File: src/rtl/kgp_pkg.sv
// Shared KGPRISC definitions for the PC/sequencing unit: control-flow opcodes,
// branch flag selection and opcode classification helpers.
package kgp_pkg;

    localparam logic [5:0] OP_CALL = 6'b000110;
    localparam logic [5:0] OP_RET  = 6'b000111;
    localparam logic [5:0] OP_B    = 6'b010000;
    localparam logic [5:0] OP_BR   = 6'b010001;
    localparam logic [5:0] OP_BZ   = 6'b010010;
    localparam logic [5:0] OP_BNZ  = 6'b010011;
    localparam logic [5:0] OP_BCY  = 6'b010100;
    localparam logic [5:0] OP_BNCY = 6'b010101;
    localparam logic [5:0] OP_BS   = 6'b010110;
    localparam logic [5:0] OP_BNS  = 6'b010111;
    localparam logic [5:0] OP_BV   = 6'b011000;
    localparam logic [5:0] OP_BNV  = 6'b011001;

    typedef enum logic [2:0] {
        FLAG_NONE,
        FLAG_Z,
        FLAG_C,
        FLAG_S,
        FLAG_V
    } flag_sel_e;

    function automatic logic is_cond_branch(input logic [5:0] op);
        return (op >= OP_BZ) && (op <= OP_BNV);
    endfunction

    // Conditional branches come in pairs; the odd opcode of each pair tests the inverted flag.
    function automatic flag_sel_e cond_flag(input logic [5:0] op);
        flag_sel_e sel;
        case (op)
            OP_BZ,  OP_BNZ:  sel = FLAG_Z;
            OP_BCY, OP_BNCY: sel = FLAG_C;
            OP_BS,  OP_BNS:  sel = FLAG_S;
            OP_BV,  OP_BNV:  sel = FLAG_V;
            default:         sel = FLAG_NONE;
        endcase
        return sel;
    endfunction

endpackage

File: src/rtl/ras_stack.sv
// Circular return-address stack: a push when full overwrites the oldest entry,
// and a flush empties it while suppressing any push or pop in the same cycle.
module ras_stack #(
    parameter int XLEN      = 32,
    parameter int RAS_DEPTH = 8
) (
    input  logic            clk,
    input  logic            rst,
    input  logic            push_i,
    input  logic            pop_i,
    input  logic            flush_i,
    input  logic [XLEN-1:0] wdata_i,
    output logic [XLEN-1:0] rdata_o,
    output logic            empty_o,
    output logic            full_o,
    output logic            ovf_o,
    output logic            unf_o
);

    localparam int PW = $clog2(RAS_DEPTH);
    localparam int CW = PW + 1;

    logic [XLEN-1:0] mem_q [RAS_DEPTH];
    logic [PW-1:0]   top_q, top_d, top_m1;
    logic [CW-1:0]   cnt_q, cnt_d;
    logic            do_push, do_pop;

    assign top_m1  = top_q - PW'(1);
    assign empty_o = (cnt_q == '0);
    assign full_o  = (cnt_q == CW'(RAS_DEPTH));
    assign rdata_o = mem_q[top_m1];

    assign do_push = push_i && !flush_i;
    assign do_pop  = pop_i && !push_i && !flush_i && !empty_o;
    assign ovf_o   = do_push && full_o;
    assign unf_o   = pop_i && !push_i && !flush_i && empty_o;

    always_comb begin
        top_d = top_q;
        cnt_d = cnt_q;
        if (flush_i) begin
            top_d = '0;
            cnt_d = '0;
        end else if (do_push) begin
            top_d = top_q + PW'(1);
            if (!full_o) begin
                cnt_d = cnt_q + CW'(1);
            end
        end else if (do_pop) begin
            top_d = top_m1;
            cnt_d = cnt_q - CW'(1);
        end
    end

    always_ff @(posedge clk or posedge rst) begin
        if (rst) begin
            top_q <= '0;
            cnt_q <= '0;
        end else begin
            top_q <= top_d;
            cnt_q <= cnt_d;
        end
    end

    // Entry contents need no reset; gating on rst keeps a reset edge from half-completing a push.
    always_ff @(posedge clk) begin
        if (!rst && do_push) begin
            mem_q[top_q] <= wdata_i;
        end
    end

endmodule

File: src/rtl/pc_seq_unit.sv
// KGPRISC program counter and branch sequencer: resolves branch/call/return targets,
// drives the return-address stack and keeps taken, misalign and sticky RAS error state.
module pc_seq_unit
    import kgp_pkg::*;
#(
    parameter int              XLEN        = 32,
    parameter int              RAS_DEPTH   = 8,
    parameter logic [XLEN-1:0] RESET_PC    = '0,
    parameter int              INSTR_BYTES = 4
) (
    input  logic            clk,
    input  logic            rst,
    input  logic            en_i,
    input  logic [5:0]      opcode_i,
    input  logic [XLEN-1:0] rd1_i,
    input  logic [XLEN-1:0] label_i,
    input  logic [XLEN-1:0] ra_i,
    input  logic            zflag_i,
    input  logic            carryflag_i,
    input  logic            signflag_i,
    input  logic            overflowflag_i,
    input  logic            ras_flush_i,
    input  logic            err_clr_i,
    output logic [XLEN-1:0] pc_o,
    output logic [XLEN-1:0] link_addr_o,
    output logic            taken_o,
    output logic            misalign_o,
    output logic            ras_empty_o,
    output logic            ras_full_o,
    output logic            ras_err_o
);

    localparam logic [XLEN-1:0] INC        = XLEN'(INSTR_BYTES);
    localparam logic [XLEN-1:0] ALIGN_MASK = XLEN'(INSTR_BYTES - 1);

    logic [XLEN-1:0] pc_q, pc_d, link_q, link_d;
    logic            taken_q, taken_d, mis_q, mis_d, err_q, err_d;
    logic [XLEN-1:0] seq_pc, target, ras_rdata;
    logic            redirect, flag_val, ras_push, ras_pop, ras_ovf, ras_unf;

    assign seq_pc = pc_q + INC;

    always_comb begin
        flag_val = 1'b0;
        case (cond_flag(opcode_i))
            FLAG_Z:  flag_val = zflag_i;
            FLAG_C:  flag_val = carryflag_i;
            FLAG_S:  flag_val = signflag_i;
            FLAG_V:  flag_val = overflowflag_i;
            default: flag_val = 1'b0;
        endcase
    end

    // A ret falls back to the architectural ra when the stack is empty or being flushed.
    always_comb begin
        redirect = 1'b0;
        target   = label_i;
        ras_push = 1'b0;
        ras_pop  = 1'b0;
        case (opcode_i)
            OP_B:  redirect = 1'b1;
            OP_BR: begin
                redirect = 1'b1;
                target   = rd1_i;
            end
            OP_CALL: begin
                redirect = 1'b1;
                ras_push = en_i;
            end
            OP_RET: begin
                redirect = 1'b1;
                ras_pop  = en_i;
                target   = (ras_flush_i || ras_empty_o) ? ra_i : ras_rdata;
            end
            default: redirect = is_cond_branch(opcode_i) && (flag_val ^ opcode_i[0]);
        endcase
    end

    always_comb begin
        pc_d    = pc_q;
        link_d  = link_q;
        taken_d = 1'b0;
        mis_d   = 1'b0;
        if (en_i) begin
            pc_d    = redirect ? (target & ~ALIGN_MASK) : seq_pc;
            taken_d = redirect;
            mis_d   = redirect && ((target & ALIGN_MASK) != '0);
            if (opcode_i == OP_CALL) begin
                link_d = seq_pc;
            end
        end
        err_d = (ras_ovf || ras_unf) ? 1'b1 : (err_clr_i ? 1'b0 : err_q);
    end

    always_ff @(posedge clk or posedge rst) begin
        if (rst) begin
            pc_q    <= RESET_PC;
            link_q  <= '0;
            taken_q <= 1'b0;
            mis_q   <= 1'b0;
            err_q   <= 1'b0;
        end else begin
            pc_q    <= pc_d;
            link_q  <= link_d;
            taken_q <= taken_d;
            mis_q   <= mis_d;
            err_q   <= err_d;
        end
    end

    ras_stack #(
        .XLEN      (XLEN),
        .RAS_DEPTH (RAS_DEPTH)
    ) u_ras (
        .clk     (clk),
        .rst     (rst),
        .push_i  (ras_push),
        .pop_i   (ras_pop),
        .flush_i (ras_flush_i),
        .wdata_i (seq_pc),
        .rdata_o (ras_rdata),
        .empty_o (ras_empty_o),
        .full_o  (ras_full_o),
        .ovf_o   (ras_ovf),
        .unf_o   (ras_unf)
    );

    assign pc_o        = pc_q;
    assign link_addr_o = link_q;
    assign taken_o     = taken_q;
    assign misalign_o  = mis_q;
    assign ras_err_o   = err_q;

endmodule

File: config.mk
export PLATFORM = sky130hd
export DESIGN_NAME = pc_seq_unit
export DESIGN_NICKNAME = d
export VERILOG_FILES = /design/src/rtl/kgp_pkg.sv /design/src/rtl/ras_stack.sv /design/src/rtl/pc_seq_unit.sv
export SDC_FILE = /design/constraint.sdc
export NUM_CORES = 1
export LEC_CHECK = 0
export CAP_MARGIN = 25
export CORE_AREA = 3 3 158 176
export CTS_CLUSTER_DIAMETER = 120
export DETAILED_ROUTE_END_ITERATION = 16
export DIE_AREA = 0 0 161 179
export GPL_ROUTABILITY_DRIVEN = 0
export PLACE_DENSITY_LB_ADDON = 0.25
export SLEW_MARGIN = 5
export SYNTH_ARGS = -nofsm -noshare
export SYNTH_HDL_FRONTEND = slang
export SYNTH_HIERARCHICAL = 1
export SYNTH_SLANG_ARGS = --single-unit
File: constraint.sdc
create_clock -name clk -period 4.6 [get_ports clk]
set_input_delay 0.69 -clock clk [delete_from_list [all_inputs] [get_ports clk]]
set_output_delay 0.69 -clock clk [all_outputs]
set_load 0.05 [all_outputs]
==> impl_metrics.py <==
metrics = {
    "placed_design": {
        "portBuffers": 175,
        "hpwl_um": 24600,
        "dp.cells": 1471,
    },
    "sta": {
        "drv_slew": 0,
        "setup-violations-final": 0,
        "skew_ps": 17.6,
        "grt_setup_unrepaired": "no",
        "hold_violations": 0,
        "min_period_over_period_pct": 74.1,
        "fin_crit_ps": 3410,
        "whs_ps": 479,
        "maxSlewHeadroom_pct": 31.0,
        "setup_tns_ps": 0,
        "worstMarginPinSlew_ps": 1030,
        "fmax_ghz": 0.293,
    },
    "clocking": {
        "cts_tree": "done",
        "cts_setup_buffers": 0,
        "clk_pin_slew_ps": 60,
        "h-tree-depth": 1,
        "cts.path.max_buffers": 3,
        "clk_latency_ps": 550,
        "cts_root_buf": "clkbuf_16",
        "ctsResizeCount": 0,
        "ctsHoldBuffers": 0,
        "clock-sinks": 326,
        "cts_made_buffers": 31,
    },
    "synthesis": {
        "yosys.area_share.xor_xnor_pct": 1.99,
        "synth-async-reset-ratio_pct": 21.5,
        "seq_area_frac_synth_pct": 64.9,
        "synthMostInstantiatedCell": "edfxtp_1",
        "synth_edf_count": 256,
        "yosysTopAreaCell": "edfxtp_1",
        "synth_compound_area_share_pct": 5.99,
        "synth_common_cells": "edfxtp_1, nand2_1, dfrtp_1, mux4_2, mux2_2",
        "synth.area.mux_share_pct": 16.0,
        "ys_warn_count": 6,
        "synth_cell_types": 68,
        "synthFlopType": "edfxtp_1",
        "syn-mean-instance-area_um2": 15.3,
        "netlist_instances": 951,
        "yosys.area_share.simple_pct": 7.62,
        "ys_top_cells_by_area": "edfxtp_1, dfrtp_1, mux4_2",
        "synth_top_family_by_area": "multiplexers",
        "ys_ff_latch": 326,
        "synth.top_cell.area_share_pct": 52.8,
        "netlist_area_um2": 14500,
        "synth_fa_ha_area_share_pct": 0.430,
    },
    "pwr": {
        "leakage_nw": 6.23,
        "power_per_cell_area_nw_per_um2": 463,
        "peakVddDrop_v": 0.000405,
        "p_total_mw": 8.30,
    },
    "floorplan": {
        "die_w_um": 161,
        "core_um2": 26100,
        "initial_core_util_pct": 55.8,
        "die_y_um": 179,
        "rows": 62,
        "die_area_um2": 28800,
        "boundaryPins": 180,
    },
    "drt": {
        "ant_nets": 0,
        "top_layer": "met4",
        "wl_met2_um": 19400,
        "vias": 9257,
        "first_pass_iters": 5,
        "drt_iter0_markers": 846,
        "post_drt_via_cell_ratio": 6.06,
        "route.met3.wl_um": 2880,
        "drcViolationCount": 0,
        "wl_per_cell_um": 25.0,
        "met1_length_um": 15000,
        "wl_um": 38200,
    },
    "finish": {
        "num_antenna_cells": 0,
        "area_growth_pct": 23.1,
        "utilization_pct": 68.7,
        "finalNonFillerCells": 1528,
        "nNetsFinal": 1268,
        "drive_above_1_share_pct": 19.4,
    },
    "worst_setup_path": {
        "cp_max_fo": 8,
        "cp_slowest_cell": "clkdlybuf4s50_1",
        "startpoint_type": "flip-flop",
        "worstSetupPathType": "flip-flop to output port",
        "critPathCaptureType": "output port",
        "crit_chain": "or3_1 -> nor2_1 -> clkdlybuf4s50_1",
        "arrival_ps": 2720,
        "worst_path_largest_cell_delay_ps": 890,
        "cp.required_ps": 3910,
    },
    "global_routing": {
        "antenna_found_initial": 0,
        "grt_max_degree": 67,
        "grt_pass1_wl_um": 57800,
        "grt-ovfl-total": 0,
        "first_global_vias": 9553,
        "gr-usage-all-layers_pct": 26.7,
    },
    "job": {
        "drv_cap": 0,
    },
    "hold_path": {
        "hp-class": "flip-flop to flip-flop",
    },
    "outcome": {
        "status": "complete, no violations",
    },
}
[report_power, final]
part,switching (mW),internal (mW)
sequential,0.238,3.62
combinational,1.26,0.613
clock,1.06,1.51
[path summary, 6_finish.rpt]
path | from | endpoint | slack, ps | cells after the start
max | u_ras/cnt_q[0]$_DFFE_PP0P_ | ras_empty_o | 1190 | 3
min | link_addr_o[14]$_DFFE_PP0P_ | link_addr_o[14]$_DFFE_PP0P_ | 480 | 2
max reg2reg | u_ras/top_q[1]$_DFFE_PP0P_ | pc_o[15]$_DFFE_PP0P_ | 1260 | 10
min reg2reg | link_addr_o[14]$_DFFE_PP0P_ | link_addr_o[14]$_DFFE_PP0P_ | 480 | 2
max in group asynchronous | rst | pc_o[25]$_DFFE_PP0P_ | 3450 | 3
min in group asynchronous | rst | u_ras/cnt_q[3]$_DFFE_PP0P_ | 530 | 2
[flip-flops by register name, summed over array words and instances, names as in the netlist]
register and count:
ras_err_o 1, u_ras/top_q 3, u_ras/cnt_q 4, pc_o 30, u_ras/mem_q 256, link_addr_o 30, misalign_o 1, taken_o 1
[through the flow]
stage	setup WS, ps	area, µm²
final	1190	17900
after global routing	1090	17900
after CTS	1200	17900
after detailed placement	1000	16900
after global placement	1050	16900
after floorplan	663	14600
[worst max-delay path, delay by kind of cell (launching register included)]
family / cells / cell delay, ps
flip-flops: 1 / 480
buffers and inverters: 1 / 890
AND/OR/NAND/NOR: 2 / 800
[cell type report]
class,count,area (µm²)
repair buffers,208,2090
clock inverters,16,181
multi-input cells,554,4800
fillers,1762,8150
well taps,352,440
flip-flops and latches,326,9440
inverters,31,116
clock buffers,41,843
[routing by layer]
layer,track usage (%),vias up
met5,0,-
met4,7.49,0
met3,4.83,63
met2,45.8,428
met1,35.8,4704
li1,-,4062
[cell families (layout without fill, tap and decap cells)]
logic type,Yosys count,after routing
flip-flops,326,326
AND/OR/NAND/NOR,225,225
multiplexers,145,145
AO/OA/AOI/OAI,126,126
buffers and inverters,90,296
XOR/XNOR,33,33
adder cells (fa/ha/maj),5,5
other,1,20
[cells in the final DEF, fill, tap and decap left out, drive strengths merged, types with 4 or more instances in the layout]
cell / instances
a221o: 13
nor4: 5
conb: 20
mux2i: 24
clkinv: 10
nand2: 115
buf: 33
nand4: 8
clkbuf: 41
and4: 7
ha: 5
edfxtp: 256
bufinv: 4
mux4: 64
and3: 9
clkdlybuf4s50: 175
xor2: 10
a221oi: 18
dfrtp: 70
nand3: 18
nor3: 16
a21oi: 43
a22oi: 9
xnor2: 23
inv: 32
mux2: 57
o21ai: 25
nor2: 23
(Power assumes the default switching activity.)
